--- src/rtl/arb_mux_rr.sv ---
// N-channel arbiter feeding a single registered output stage with valid/ready handshakes.
// Define ARB_MUX_RR_EN for round-robin arbitration; by default the lowest valid index wins.
module arb_mux_rr #(
    parameter int WIDTH = 32,
    parameter int N     = 4,
    localparam int SW   = (N > 2) ? $clog2(N) : 1
) (
    input  logic                 clk,
    input  logic                 reset,
    input  logic [N-1:0]         in_valid,
    input  logic [N*WIDTH-1:0]   in_data,
    output logic [N-1:0]         in_ready,
    output logic                 out_valid,
    input  logic                 out_ready,
    output logic [WIDTH-1:0]     out_data,
    output logic [SW-1:0]        out_sel
);

    logic             load_en;
    logic [N-1:0]     grant;
    logic [SW-1:0]    grant_idx;
    logic             grant_any;
    logic [WIDTH-1:0] grant_data;

    // The stage can take a word whenever it is empty or being drained this cycle.
    assign load_en  = ~out_valid | out_ready;
    assign in_ready = reset ? '0 : (grant & {N{load_en}});

`ifdef ARB_MUX_RR_EN
    logic [SW-1:0] ptr;

    // Search starts one past the last winner and wraps at N-1, so idx never reaches N.
    always_comb begin
        logic [SW-1:0] idx;
        // NOTE: every combinational output gets a default before any branch; a path
        // that leaves one unassigned would infer a latch.
        grant     = '0;
        grant_idx = '0;
        grant_any = 1'b0;
        idx       = (ptr == SW'(N - 1)) ? '0 : ptr + 1'b1;
        for (int k = 0; k < N; k++) begin
            if (!grant_any && in_valid[idx]) begin
                grant[idx] = 1'b1;
                grant_idx  = idx;
                grant_any  = 1'b1;
            end
            idx = (idx == SW'(N - 1)) ? '0 : idx + 1'b1;
        end
    end

    always_ff @(posedge clk or posedge reset) begin
        if (reset) begin
            ptr <= SW'(N - 1);
        end else if (load_en && grant_any) begin
            ptr <= grant_idx;
        end
    end
`else
    always_comb begin
        grant     = '0;
        grant_idx = '0;
        grant_any = 1'b0;
        for (int k = 0; k < N; k++) begin
            if (!grant_any && in_valid[k]) begin
                grant[k]  = 1'b1;
                grant_idx = SW'(k);
                grant_any = 1'b1;
            end
        end
    end
`endif

    // grant is one-hot or zero, so at most one term of this mux is live.
    always_comb begin
        grant_data = '0;
        for (int i = 0; i < N; i++) begin
            if (grant[i]) begin
                grant_data = in_data[i*WIDTH +: WIDTH];
            end
        end
    end

    always_ff @(posedge clk or posedge reset) begin
        // NOTE: sequential state uses non-blocking assignments so every register
        // samples pre-edge values regardless of statement order.
        if (reset) begin
            out_valid <= 1'b0;
            out_data  <= '0;
            out_sel   <= '0;
        end else if (load_en) begin
            out_valid <= grant_any;
            if (grant_any) begin
                out_data <= grant_data;
                out_sel  <= grant_idx;
            end
        end
    end

endmodule

--- config.mk ---
export PLATFORM = sky130hd
export DESIGN_NAME = arb_mux_rr
export DESIGN_NICKNAME = d
export VERILOG_FILES = /design/src/rtl/arb_mux_rr.sv
export SDC_FILE = /design/constraint.sdc
export NUM_CORES = 1
export LEC_CHECK = 0
export CORE_MARGIN = 2
export CORE_UTILIZATION = 32
export DETAILED_ROUTE_END_ITERATION = 6
export PLACE_DENSITY = 0.78
export REMOVE_ABC_BUFFERS = 1
export SLEW_MARGIN = 20
export SYNTH_ARGS = -nofsm -noshare
export SYNTH_HDL_FRONTEND = slang
export SYNTH_SLANG_ARGS = --single-unit
--- constraint.sdc ---
create_clock -name clk -period 1.5 [get_ports clk]
set_clock_uncertainty 0.15 [all_clocks]
set_input_delay 0.375 -clock clk [delete_from_list [all_inputs] [get_ports clk]]
set_output_delay 0.375 -clock clk [all_outputs]
set_load 0.05 [all_outputs]
==> impl_metrics.tcl <==
set metrics [dict create \
    crit_type "flop to output port" \
    boundaryPins 174 \
    detail-route-antenna-nets 0 \
    period_minus_slack_ps 1782 \
    die_y_um 91.01 \
    grt.total_usage_pct 23.36 \
    layout_setup_ws_ps -281.9 \
    first_pass_iters 4 \
    initial_core_util_pct 33.22 \
    rr_worst_depth 8 \
    grt_max_degree 39 \
    grt_pass1_vias 3247 \
    ctsHoldBuffers 0 \
    min_period_over_period_pct 118.8 \
    cts_buffers 5 \
    synth_edf_count 0 \
    pre_cts_slack_ps -686.8 \
    start_kind "flop" \
    worstMarginPinSlew_ps 367.2 \
    use_met3_pct 5.228 \
    die_w_um 91.01 \
    rows 31 \
    grt_antenna_before_repair 0 \
    rsz0062_at_grt "true" \
    yosys.area.top_type_share_pct 36.16 \
    hold_violations 0 \
    critPathLaunch "out_valid" \
    final_util_pct 73.08 \
    synth_cell_types 27 \
    hold_class "flop to flop" \
    top_usage_layer "met2" \
    status "finished, violations left" \
    cp-end-kind "output port" \
    cts_tree "done" \
    r2r_slack_ps -280 \
    syn_area_um2 2422 \
    clock_latency_ps 280 \
    leakage_nw 2.182 \
    grt_use_met2_pct 45.12 \
    routed_wl_mm 10.33 \
    synth.avg_cell_area_um2 8.021 \
    worstReg2RegStart "out_valid" \
    relSlewSlack_pct 75.52 \
    synth_cells 302 \
    yosysWarnings 0 \
    nets 629 \
    fin_setup_tns_ps -8884 \
    yosys_most_used_dff "dfrtp_1" \
    cp.required_ps 970 \
    synth_seq_area_share_pct 36.16 \
    power.total_mw 4.130 \
    async_reset_ff_share_pct 100.0 \
    yosys.area.top_type "dfrtp_1" \
    drive_above_1_share_pct 27.47 \
    grt_overflow 0 \
    ys_ff_latch 35 \
    path_clk_slew_ps 70 \
    synth_most_common_cell "nand2_1" \
    grt_pass1_wl_mm 15.61 \
    gp_congestion 0.8768 \
    dr.first_iter.drc_count 72 \
    worstPathArrival_ps 1260 \
    cts.path.max_buffers 2 \
    power_density_nw_per_um2 775.1 \
    core_um2 7292 \
    num_antenna_cells 0 \
    fmax_mhz 561.2 \
    timing.rr.end "out_data[18]" \
    io_buffers 173 \
    viasPerCell 5.231 \
    synth.top_cells.by_count "nand2_1 (57), dfrtp_1 (35), nor2_1 (35)" \
    setup_viol 38 \
    final_max_slew_viol_count 0 \
    routedWlPerCell_um 17.39 \
    htreeDepth 2 \
    violations "negative setup slack" \
    grt_use_met1_pct 24.38 \
    min_from "out_sel[1]" \
    path_max_fanout 5 \
    root_buffer "clkbuf_8" \
    drc 0 \
    ir_worst_vdd_v 0.0004160 \
    dieArea_um2 8282 \
    dp_hpwl_mm 7.502 \
    cap_violations 0 \
    vias 3107 \
    yosys-top-cells-area "dfrtp_1 (36%), a221o_1 (13%), nand2_1 (8.8%)" \
    cts_sinks 35 \
    area_growth_syn_to_layout_pct 120.0 \
    crit_end "in_ready[2]" \
]
[per-layer routing]
layer	share of wire (%)	up-vias
met2	55	147
met3	6.1	24
met1	36	1460
met4	2.9	0
li1	-	1476
met5	0	-
[worst max-delay path, stage by stage, from the launching register on]
cell	delay (ps)
dfrtp_1	350
nor2b_4	260
nor2_4	60
and3_4	160
buf_12	140
[registers in the layout (all words and copies together), names as in the netlist]
| name | count |
|---|---|
| out_valid | 1 |
| out_data | 32 |
| out_sel | 2 |
[power by group]
group | internal (mW) | switching [mW]
registers | 1.07 | 0.164
logic | 1.16 | 0.975
clock network | 0.419 | 0.337
total | 2.65 | 1.48
[repair_timing]
item | CTS | global route
setup endpoints to repair | 39 | 39
setup buffers | 5 | 6
pin swaps | 6 | 5
gates cloned | 2 | 2
gates resized for setup | 48 | 22
[placed cells by master, fill, tap and decap left out, drive strengths merged, types with 9 or more instances in the layout]
master         count
a211oi            26
inv               28
a221o             31
a31oi             32
clkbuf             9
buf               85
nand2             57
nor2              37
dfrtp             35
clkdlybuf4s50    128
[stage by stage]
step	instance area [µm²]	hold slack, ps	cells
finish	5329	404.8	594
global route	5329	428.0	594
CTS	5100	410.0	587
detailed placement	4796	393.9	574
global placement	4796	403.2	574
floorplan	2227	332.9	270
[area by class of cell]
class | count | area [µm²]
well taps | 99 | 123.9
inverters | 28 | 105.1
clock buffers | 8 | 100.1
fillers | 556 | 1963
multi-input cells | 207 | 1461
repair buffers | 217 | 2663
flip-flops and latches | 35 | 875.8
[kinds of logic (layout without fill, tap and decap cells)]
group / count (synthesis) / in the layout / share of synthesized area [%]
buf+inv: 60 / 253 / 12.40
simple gates: 105 / 105 / 19.06
flops: 35 / 35 / 36.16
compound gates: 102 / 102 / 32.39
[how the worst min path moves through the flow]
stage	cells past startpoint	endpoint	slack (ps)
floorplan	2	out_valid	330
global placement	1	out_sel[1]	400
detailed placement	1	out_sel[1]	390
CTS	1	out_sel[1]	410
global route	1	out_sel[1]	430
finish	1	out_sel[1]	400
(Power assumes the default switching activity.)
